File: config.mk
export PLATFORM = sky130hd
export DESIGN_NAME = gpio_event_blinker
export DESIGN_NICKNAME = d
export VERILOG_FILES = /design/src/rtl/gpio_event_blinker.sv
export SDC_FILE = /design/constraint.sdc
export NUM_CORES = 1
export LEC_CHECK = 0
export BUFFER_PORTS_ARGS = -buffer_cell sky130_fd_sc_hd__buf_2
export CORE_ASPECT_RATIO = 1.1
export CORE_MARGIN = 8
export CORE_UTILIZATION = 45
export DETAILED_ROUTE_END_ITERATION = 10
export PLACE_DENSITY = 0.62
export SLEW_MARGIN = 20
export SYNTH_ARGS = -nofsm -noshare
export SYNTH_HDL_FRONTEND = slang
export SYNTH_SLANG_ARGS = --single-unit
File: constraint.sdc
create_clock -name clk -period 2.95 [get_ports clk]
set_clock_uncertainty 0.1 [all_clocks]
set_input_delay 0.59 -clock clk [delete_from_list [all_inputs] [get_ports clk]]
set_output_delay 0.59 -clock clk [all_outputs]
set_load 0.005 [all_outputs]
File: src/rtl/gpio_event_blinker.sv
// Turns single-cycle detection strobes into visible blinks on a GPIO/LED pin,
// queueing bursts in a saturating counter and blinking a heartbeat when idle.
module gpio_event_blinker #(
  parameter int ON_CYCLES  = 5_000_000,
  parameter int OFF_CYCLES = 5_000_000,
  parameter int HB_CYCLES  = 134_217_728,
  parameter int CNT_W      = 8
) (
  input  logic             clk,
  input  logic             resetn,
  input  logic             enable_i,
  input  logic             event_i,
  input  logic             clear_i,
  output logic             gpio_o,
  output logic             busy_o,
  output logic [CNT_W-1:0] pending_o,
  output logic             dropped_o
);

  localparam int MAX_PH = (ON_CYCLES > OFF_CYCLES) ? ON_CYCLES : OFF_CYCLES;
  localparam int TW     = (MAX_PH > 1) ? $clog2(MAX_PH) : 1;
  localparam int HW     = $clog2(HB_CYCLES);

  localparam logic [TW-1:0] ON_LAST  = TW'(ON_CYCLES - 1);
  localparam logic [TW-1:0] OFF_LAST = TW'(OFF_CYCLES - 1);
  localparam logic [HW-1:0] HB_LAST  = HW'(HB_CYCLES - 1);

  typedef enum logic [1:0] {IDLE, ON, OFF} state_t;

  state_t          state_reg;
  logic [TW-1:0]   timer_reg;
  logic [HW-1:0]   hb_reg;
  logic            start_evt;
  logic            at_max;

  // An event blink only starts from IDLE with something queued.
  assign start_evt = (state_reg == IDLE) && enable_i && (pending_o != '0);
  assign at_max    = &pending_o;

  always_ff @(posedge clk or negedge resetn) begin
    if (!resetn) begin
      state_reg <= IDLE;
      timer_reg <= '0;
      hb_reg    <= '0;
      gpio_o    <= 1'b0;
      busy_o    <= 1'b0;
      pending_o <= '0;
      dropped_o <= 1'b0;
    end else begin
      // Simultaneous +1/-1 cancel, so a decrement at max is never a drop.
      if (clear_i) begin
        pending_o <= '0;
        dropped_o <= 1'b0;
      end else if (event_i && !start_evt) begin
        if (at_max)
          dropped_o <= 1'b1;
        else
          pending_o <= pending_o + CNT_W'(1);
      end else if (!event_i && start_evt) begin
        pending_o <= pending_o - CNT_W'(1);
      end

      case (state_reg)
        IDLE: begin
          if (start_evt || (enable_i && hb_reg == HB_LAST)) begin
            state_reg <= ON;
            gpio_o    <= 1'b1;
            busy_o    <= 1'b1;
            timer_reg <= '0;
            hb_reg    <= '0;
          end else if (enable_i) begin
            hb_reg <= hb_reg + HW'(1);
          end
        end
        ON: begin
          if (timer_reg == ON_LAST) begin
            state_reg <= OFF;
            gpio_o    <= 1'b0;
            timer_reg <= '0;
          end else begin
            timer_reg <= timer_reg + TW'(1);
          end
        end
        OFF: begin
          if (timer_reg == OFF_LAST) begin
            state_reg <= IDLE;
            busy_o    <= 1'b0;
            timer_reg <= '0;
            hb_reg    <= '0;
          end else begin
            timer_reg <= timer_reg + TW'(1);
          end
        end
        default: begin
          state_reg <= IDLE;
          gpio_o    <= 1'b0;
          busy_o    <= 1'b0;
          timer_reg <= '0;
        end
      endcase
    end
  end

endmodule
Word-level counts from Yosys, hierarchy flattened
Index checks and enable logic that the tools add are counted.
W data, S select, Z words.
{ "classes": {"n_shift": 0, "bitwise": 2, "n_eq_ne": 9, "addsub": 4, "magnitude_cmp": 0, "reduce_logical": 22, "n_mul": 0, "div": 0, "mux": 22} }
{ "op_table": {"columns": ["operator", "n"], "rows": [
  ["$mux W27", 3],
  ["$pmux W27 S2", 1],
  ["$mux W23", 2],
  ["$pmux W23 S2", 1],
  ["$mux W8", 4],
  ["$add A27 B1 Y27 const B", 1],
  ["$eq A27 B27 Y1 const B", 1],
  ["$add A23 B1 Y23 const B", 1],
  ["$eq A23 B23 Y1 const B", 1],
  ["$reduce_and A3 Y1", 4],
  ["$add A8 B1 Y8 const B", 1],
  ["$reduce_and A8 Y1", 1],
  ["$reduce_bool A8 Y1", 1],
  ["$sub A8 B1 Y8 const B", 1],
  ["$mux W2", 3],
  ["$pmux W1 S3", 2],
  ["$pmux W2 S3", 1],
  ["$reduce_bool A2 Y1", 3],
  ["$logic_and A1 B1 Y1", 5],
  ["$mux W1", 5],
  ["$ne A2 B2 Y1 const B", 2],
  ["$reduce_and A2 Y1", 2],
  ["$ne A3 B2 Y1 const B", 1],
  ["$ne A3 B3 Y1 const B", 1],
  ["9 further kinds", 11]
]} }
{ "word_totals": {"output_inout_bits": 11, "latchBits": 0, "mem_count": 0, "reg_bits": 63, "input_bits": 5, "ramBits": 0, "rom_bits": 0} }

Depth between registers and ports, before layout
Gate-level depths: netlist (run 1).
{ "depth": {"depth_word": 7, "mapped_depth": 13} }

Worst setup path after synthesis (run 1)
No wires, ideal clock.
{ "synth_path": {"kind": "reg-to-reg", "from": "reg pending_o[0]", "to": "reg pending_o[6]", "setup_slack_ns": -0.321, "path_stages_with_launch": 11, "period_less_slack_ns": 3.271, "path_buffers": 1, "arrival_ns": 3.094, "setup_ns": 0.078, "cell_sequence": "dfrtp_1 -> nor4_1 -> a21o_1 -> clkbuf_1 -> nand2_1 -> ha_1 -> nor2b_1 -> o31a_1 -> or4b_2 -> a32o_1 -> a21oi_1"} }
{ "synth_between": {"elab_chain_cells": 6, "word_cells_on_any_way": 15, "cone_classes": "add/sub (2); eq/ne (1); mux (4); reduce/logical (8)"} }
{ "synth_lines": {"columns": ["element", "line_no", "source"], "rows": [
  ["start: declaration", "16", "output logic [CNT_W-1:0] pending_o,"],
  ["start signal: assignment", "58", "pending_o <= pending_o + CNT_W'(1);"],
  ["start signal: assignment", "60", "pending_o <= pending_o - CNT_W'(1);"],
  ["branches (longest 6 deep; another with $sub A8 B1 Y8)", null, null]
]} }
Parallel ways; which one is timed is not known. The select of a mux whose other input is x is not followed.
A chain may end at the register's enable or synchronous reset.

Worst setup path in the final report (run 1)
{ "layout_path": {"from": "reg pending_o[2]", "to": "reg pending_o[6]"} }
Same word-level chain as after synthesis.

==> flow_results.org, run 1 <==
** GRT
- Entering global routing, the biggest net connects 52 pins.
- For met2 alone, demand over resource in global routing was 30.3%.
- The initial antenna violation count came to 0.
- After global routing the overflow that remains totals 0.
- The first global-routing pass estimated 18,300 um of wire.
- The via count of the first global-routing pass came to 3,797.
- Global routing used 23.3% of the available met1 tracks.
- Routing usage on met3 :: 3.92%
- Across every metal layer, demand over resource in global routing totals 18.4%.
- Layer carrying the most global-route usage :: met2

** Power
- Total leakage power :: 1.89 nW
- Dividing total power by cell area gives a power density of 737 nW/um2.
- VDD sags by at most 0.000301 V.

** Logic synthesis
- For this run, asynchronously set or reset flops after synthesis account for 100%.
- Netlist Area Pre-Place :: 4010 um2
- Synthesis warning total :: 0
- Count of flip-flops with a built-in enable after synthesis :: 0
- For this run, the leading register cell type out of synthesis is dfrtp_1.
- Gate count after technology mapping :: 454
- Post-synth cell types :: 61
- In this run the mean area of a mapped cell was 8.83 um2.
- Synthesis produced a netlist with a net count of 472.
- For this run, the register share of the synthesized area comes to 39.3%.
- Counting flops and latches in the post-synthesis netlist gives 63.

** Layout
- Count of antenna diodes in the layout :: 0
- The library cell used most frequently in the layout, excluding fill and tap cells, is dfrtp_1.
- Relative to the synthesized area, the layout overhead comes to 15.4%.
- Ratio of cells with drive above 1 in the final layout :: 17.2%
- Leaving out fill and tap cells, the most frequent cells in the layout are dfrtp_1 (62), a21oi_1 (36), buf_4 (32), nand3_1 (30), nor2_1 (26).
- Number of nets at the end of the flow :: 506
- Final cell count without fillers :: 607
- The register with the most flip-flops in the layout has 27 of them.

** Routing
- Routed Antenna Nets :: 0
- Average detailed-routed wire length per instance :: 17.8 um
- Number of optimization iterations in the first detailed-route pass :: 6
- For this block, the via count after detailed routing is 3,833.
- After detailed routing, the number of remaining DRC violations is 0.
- Drt via density :: 6.31
- After the first detailed-routing iteration, the DRC count stood at 168.
- The final layout contains routed wiring with a total length of 10,800 um.

** Timing
- Derived from the worst setup path, the maximum achievable clock frequency is 0.349 GHz.
- Worst hold slack :: 0.183 ns
- Unrepaired setup endpoints after global routing :: yes
- At the pin with the least slew margin, the transition time is 0.729 ns.
- Adding up every negative setup slack in the final design gives 0 ns.
- The worst path needs 2.86 ns of the cycle, external delays included.
- Measured against its own limit, the worst slew margin works out to 50.0%.
- The worst path uses 97.0% of the clock period.
- Number of failing hold endpoints at the final stage :: 0
- Finish-stage setup viols :: 0
- The final max-slew violation count is 0.

** Clocking
- Total clock buffers created by CTS :: 9
- Counting every sink on the clock net gives 63.
- Buffers inserted to repair hold after CTS numbered 0.
- Clock-pin slew on the worst setup and hold paths :: 0.07 ns
- Clock latency on the worst-skew pair :: 0.34 ns
- Maximum buffer depth of the clock tree :: 2
- The H-tree generated during clock tree synthesis spans 3 levels.
- Buffer type at the clock tree root :: clkbuf_8
- CTS tree :: built

** Placement
- After legalization and detailed placement, the total HPWL measured 7590 um.
- Counting tap cells, the placed design contains a total of 586 instances.
- Number of input and output port buffers inserted :: 15
- Gpl congestion :: 0.833

** Floorplanning
- The floorplan step set the die height to 115 um.
- From left edge to right edge, the die measures 106 um.
- Die area :: 12,200 um2
- Pin placement for this block handled 16 I/O pins.
- Once the floorplan was initialized, standard cells occupied 45.6% of the core.
- Core area :: 8780 um2
- Total number of placement rows :: 36

** Min path
- Worst min path class :: in -> async

** Setup path
- Worst Path Class, Setup :: reg -> reg
- For the worst setup path, the data required time is 3.12 ns.
- Maximum fanout count along the critical path :: 7
- The worst setup path is captured at a flip-flop.
- Endpoint arrival time on the critical path :: 3.03 ns
- The worst setup path is launched from a flip-flop.

** Status
- Outcome :: finished clean

** Job
- Reported max-cap violation count :: 0
==> worst max-delay path: stages, from the launching register on <==
cell and delay, ns:
dfrtp_2 0.41, nor4_2 0.32, a21o_1 0.22, nand2_4 0.12, ha_4 0.26, nor2b_1 0.13, o31a_1 0.26, or4b_2 0.60
a32o_1 0.23, a21oi_1 0.14
==> area by class of cell <==
class,instances,area (um2)
fill,820,4160
multi-input combinational,347,2300
sequential,63,1580
timing repair buffer,48,335
clock buffer,13,179
tap,114,143
inverter,19,71.3
clock inverter,3,15.0
==> cells in the mapped netlist, types with 2 or more instances <==
| master | number | area share (%) |
|---|---|---|
| a2111oi_0 | 3 | 0.66 |
| a211o_1 | 2 | 0.44 |
| a211oi_1 | 6 | 1.1 |
| a21o_1 | 3 | 0.56 |
| a21oi_1 | 36 | 4.5 |
| a22o_1 | 9 | 2.0 |
| a22oi_1 | 3 | 0.56 |
| a2bb2oi_1 | 2 | 0.44 |
| a32oi_1 | 8 | 1.7 |
| and2_1 | 4 | 0.62 |
| and3_1 | 12 | 1.9 |
| and4_1 | 2 | 0.44 |
| buf_1 | 2 | 0.19 |
| buf_2 | 2 | 0.25 |
| buf_4 | 2 | 0.37 |
| clkbuf_1 | 18 | 1.7 |
| dfrtp_1 | 63 | 39 |
| ha_1 | 12 | 3.7 |
| inv_1 | 19 | 1.8 |
| mux2_2 | 2 | 0.56 |
| mux2i_1 | 2 | 0.50 |
| nand2_1 | 19 | 1.8 |
| nand2b_1 | 2 | 0.31 |
| nand3_1 | 30 | 3.7 |
| nand4_1 | 21 | 3.3 |
| nor2_1 | 26 | 2.4 |
| nor2b_1 | 4 | 0.62 |
| nor3_1 | 9 | 1.1 |
| nor4_1 | 9 | 1.4 |
| o2111ai_1 | 3 | 0.66 |
| o211ai_1 | 2 | 0.37 |
| o21a_1 | 3 | 0.56 |
| o21ai_0 | 25 | 3.1 |
| o21ai_1 | 2 | 0.25 |
| o21bai_1 | 3 | 0.56 |
| o22ai_1 | 8 | 1.2 |
| o2bb2ai_1 | 3 | 0.66 |
| o311a_1 | 2 | 0.50 |
| o31ai_1 | 18 | 3.4 |
| or2_2 | 3 | 0.47 |
| or3_1 | 15 | 2.3 |
| or4_1 | 16 | 3.0 |
==> kinds of logic after synthesis <==
kind of cell    count (synthesis)  share of synthesized area [%]
simple gates                  176                           24.4
compound gates                153                           26.2
fa+ha+maj                      13                           4.25
flops                          63                           39.3
mux                             4                           1.06
buf+inv                        44                           4.56
xor+xnor                        1                          0.219
==> through the flow <==
step	total power [W]	setup WS [ns]	util, %	cell area, um2
final	0.00341	0.0887	52.6	4620
after global routing	0.00365	-0.0219	52.6	4620
after CTS	0.00335	0.0212	52.0	4560
after detailed placement	0.00262	0.0315	49.8	4370
after global placement	0.00258	0.0946	49.8	4370
after floorplan	0.00207	0.0187	-	4050
==> layer usage <==
metal	wire, um	share of wire (%)
met5	0	0
met4	127	1.2
met3	388	3.6
met2	5250	49
met1	5060	47
==> report_power, final <==
group	switching, W	internal (W)
clock	0.000337	0.000393
combinational	0.000921	0.000686
sequential	0.0000955	0.000974
==> worst paths after layout <==
check	start	endpoint	slack [ns]	cells past startpoint
worst max-delay path	pending_o[2]$_DFFE_PN0P_	pending_o[6]$_DFFE_PN0P_	0.09	9
worst min-delay path	resetn	busy_o$_DFFE_PN0P_	0.18	1
worst max register to register	pending_o[2]$_DFFE_PN0P_	pending_o[6]$_DFFE_PN0P_	0.09	9
worst min register to register	hb_reg[26]$_DFFE_PN0P_	hb_reg[26]$_DFFE_PN0P_	0.42	2
max in group asynchronous	resetn	hb_reg[19]$_DFFE_PN0P_	1.94	2
min in group clk	hb_reg[26]$_DFFE_PN0P_	hb_reg[26]$_DFFE_PN0P_	0.42	2
==> what timing repair did <==
item / CTS / global route
setup endpoints to repair: 0 / 2
resized for setup: 0 / 7
setup buffers: 0 / 5
Power figures use the tool's default switching activity.
==> inputs of run 2 (changes only) <==
ABC_AREA = 1   (was unset)
PLACE_DENSITY = 0.61   (was 0.62)
==> flow_results.org, run 2 <==
** Logic synthesis
- Commonest register cell after synthesis :: dfrtp_1
- Yosys printed 0 warnings.
- The synthesized design contains 63 register bits.
- Post-Synthesis Mean Instance Area :: 7.00 um2
- In the synthesized netlist, the cells that appear most often are nand2_1 (212), nor2_1 (90), dfrtp_1 (63).
- Top-count cell post-synth :: nand2_1
- Sequential cells were found to cover 35.6% of the synthesized design area.
- When the netlist entered floorplanning its net count stood at 650.
- Counting flops with a built-in enable in the synthesized netlist gives 0.
- In the post-synthesis netlist, the biggest area contributors are dfrtp_1 (36%), nand2_1 (18%), nor2_1 (7.6%).
- The cell area that synthesis handed to floorplanning was 4430 um2.
- The synthesized design devotes to its leading area cell type 35.6% of total area.
- Synthesis produced 632 cells.
- Biggest area consumer among synthesized cells :: dfrtp_1
- Post-synth cell types :: 37
- Share of flip-flops with an asynchronous set or reset after synthesis :: 100%

** GRT
- Global-route usage over all layers :: 15.9%
- Pin count of the biggest net entering global routing :: 39
- Initial antenna violation count :: 0
- First-pass GRT wire length :: 17,800 um
- For this run the aggregate overflow at the end of global routing stands at 0.
- The via count of the first global-routing pass was 3,872.

** Clocking
- Clock-pin slew on the worst setup and hold paths :: 0.08 ns
- CTS saw 63 sinks.
- CTS tree :: built
- The root buffer cell chosen for the clock tree is clkbuf_8.
- Total clock buffers created by CTS :: 9
- The H-tree was split into 3 levels.
- In this run the deepest clock path goes through 2 buffers.
- Clock latency on the worst-skew pair, taken at its later pin, is 0.35 ns.

** Layout
- The register with the most flip-flops in the layout has 27 of them.
- Ratio of cells with drive above 1 in the final layout :: 9.63%
- In the final design database the tool counted 667 nets.
- In the layout the commonest cells are nand2_1 (211), nor2_1 (90), dfrtp_1 (63), nand3_1 (59), inv_1 (45).
- The repair_antennas step left the layout with diodes totalling 0.
- Leading cell type in the layout, fill and taps excluded :: nand2_1
- Layout area overhead :: 8.17%
- Final instance area :: 4790 um2

** Setup path
- Sort of element at the end of the critical path :: flip-flop
- Worst Path Class, Setup :: reg -> reg
- CP max-delay cell :: fa_1
- FF-to-FF setup slack :: 0.20 ns
- Cell family with most CP delay :: simple AND/OR/NAND/NOR gates
- For the worst setup path, the data required time is 3.14 ns.
- Start of the worst register-to-register path :: state_reg[0]$_DFFE_PN0P_
- Endpoint of the lowest-slack register-to-register path :: pending_o[6]$_DFFE_PN0P_
- Startpoint kind of the worst setup timing path :: flip-flop
- Endpoint of the worst setup timing path :: pending_o[6]$_DFFE_PN0P_
- The largest single stage delay on the critical path is 0.42 ns.
- In this design, the critical path's most frequently occurring cell is nand2_1.
- Of all nets on the critical path, the largest fanout is 9.
- Counting cells, the worst reg-to-reg path comes to 15.
- In this run the number of cells on the critical path is 15.
- The most critical setup path has its startpoint at state_reg[0]$_DFFE_PN0P_.
- The critical path goes through inv_1 > ha_1 > nand2_1 > o21bai_4 > nand2_2 > inv_1 > fa_1 > nand3b_1 > nand2_1 > nand3_1 > nand2_1 > nand2_1 > a21oi_1 > nand2_1 > nand2_1.
- Endpoint arrival time on the critical path :: 2.94 ns
- The number of buffers and inverters on the critical path is 2.

** Floorplanning
- Starting density of the core :: 45.6%
- From left edge to right edge, the die measures 111 um.
- The floorplan step defined a die boundary enclosing 13,300 um2.
- Die span in y :: 120 um
- Total I/O pin count :: 16
- The core region is 9700 um2.
- Row generation in the floorplan step produced 38 rows.

** Power
- Power spread over the standard cell area amounts to 380 nW/um2.
- The worst-case IR drop observed on VDD is 0.000273 V.
- In this run the static leakage power is 2.29 nW.

** Timing
- For the final routed database, the setup TNS stands at 0 ns.
- Max Clk Rate :: 0.364 GHz
- Final period utilization :: 93.2%
- Setup repair after global routing left no endpoint under its margin.
- Final slew viol count :: 0
- For the pin with the worst max-slew slack, the measured transition is 0.654 ns.
- In this run the tightest slew margin relative to its limit is 56.4%.
- Finish-stage setup viols :: 0
- Time the final worst path needs with I/O delays and setup :: 2.75 ns
- The hold violation total from the final report is 0.

** Routing
- Detailed routing inserted a total of 3,969 vias.
- For this block, the initial DRC count from the detailed router was 160.
- Wires add up to 10,200 um.
- In the routed layout, each cell is associated on average with a via count of 5.13.
- Sum of routed wire segments on met1 :: 4800 um
- In the routed design, unresolved DRC markers number 0.
- Average detailed-routed wire length per instance :: 13.2 um
- Number of optimization iterations in the first detailed-route pass :: 4
- Routed Antenna Nets :: 0
- The highest layer touched by signal routing is met4.
- After detailed routing, the met2 layer carries 4870 um of wire.
- Detailed routing placed a total of 305 um of wire on met3.

** Status
- The run finished with clean final reports.

** Placement
- The placed instances occupy a cell area of 4610 um2.
- Detailed placement finished with a half-perimeter wire length of 7410 um.
- Gpl congestion :: 0.867
- The count of buffers added on input and output ports is 15.

** Job
- Reported max-cap violation count :: 0

** Min path
- The worst hold path belongs to the class in -> async.
==> run 2: changes by cell type after synthesis, moves of 12 or more <==
cell,previous run,this run
o31ai_1,18,0
nand2_1,19,212
clkbuf_1,18,2
nor2_1,26,90
o21ai_0,25,6
xor2_1,0,25
and3_1,12,0
nand3_1,30,59
a21oi_1,36,13
or3_1,15,0
inv_1,19,45
or4_1,16,0
==> run 2: area by class of cell <==
cell class                      count  area, um2
Clock buffer                       13        159
Clock inverter                      3       17.5
Fill cell                         990       4910
Inverter                           48        185
Multi-Input combinational cell    506       2570
Sequential cell                    63       1580
Tap cell                          120        150
Timing Repair Buffer               21        133
==> run 2: what timing repair did <==
item,CTS,global route
hold buffers,0,0
resized for setup,0,1
setup endpoints to repair,0,3
buffers inserted,0,0
==> run 2: report_power, final <==
part / total (W) / leakage [nW] / internal, W / switching [W]
Sequential: 0.000908 / 0.839 / 0.000881 / 0.0000268
Combinational: 0.000207 / 1.36 / 0.0000795 / 0.000128
Clock: 0.000703 / 0.0894 / 0.000349 / 0.000354
Total: 0.00182 / 2.29 / 0.00131 / 0.000508
==> run 2: through the flow <==
stage	hold WS, ns	std cells	util [%]	setup slack, ns	total power [W]
2_1_floorplan	0.194	632	-	0.467	0.00105
3_5_place_dp	0.379	758	47.5	0.117	0.00113
3_3_place_gp	0.376	758	47.5	0.271	0.00112
6_report	0.170	774	49.4	0.201	0.00182
5_1_grt	0.215	774	49.4	0.0248	0.00189
4_1_cts	0.190	774	49.3	0.105	0.00184
==> run 2: logic make-up after synthesis <==
logic type	after synthesis	share of synthesized area, %
AND/OR/NAND/NOR	417	41.5
buffers and inverters	63	6.45
flip-flops	63	35.6
AO/OA/AOI/OAI	45	6.45
XOR/XNOR	31	6.14
adder cells (fa/ha/maj)	13	3.84
==> run 2: worst reg2reg max path, cell delays in order, from the launching register on <==
cell and delay [ns]:
dfrtp_1 0.40, inv_1 0.11, ha_1 0.27, nand2_1 0.11, o21bai_4 0.23, nand2_2 0.19
inv_1 0.10, fa_1 0.42, nand3b_1 0.17, nand2_1 0.11, nand3_1 0.10, nand2_1 0.08
nand2_1 0.04, a21oi_1 0.12, nand2_1 0.07, nand2_1 0.06
==> run 2: how the worst min path moves through the flow <==
stage | from | to | slack, ns | cells past startpoint
after floorplan | resetn | busy_o$_DFFE_PN0P_ | 0.19 | 0
after global placement | busy_o$_DFFE_PN0P_ | busy_o$_DFFE_PN0P_ | 0.38 | 2
after detailed placement | busy_o$_DFFE_PN0P_ | busy_o$_DFFE_PN0P_ | 0.38 | 2
after CTS | resetn | hb_reg[7]$_DFFE_PN0P_ | 0.19 | 1
after global routing | resetn | hb_reg[11]$_DFFE_PN0P_ | 0.21 | 1
final | resetn | hb_reg[11]$_DFFE_PN0P_ | 0.17 | 1
==> run 2: layer usage <==
metal | track usage [%] | vias to the layer above
li1 | - | 2072
met1 | 19.0 | 1815
met2 | 27.3 | 66
met3 | 2.54 | 16
met4 | 7.44 | 0
met5 | 0 | -
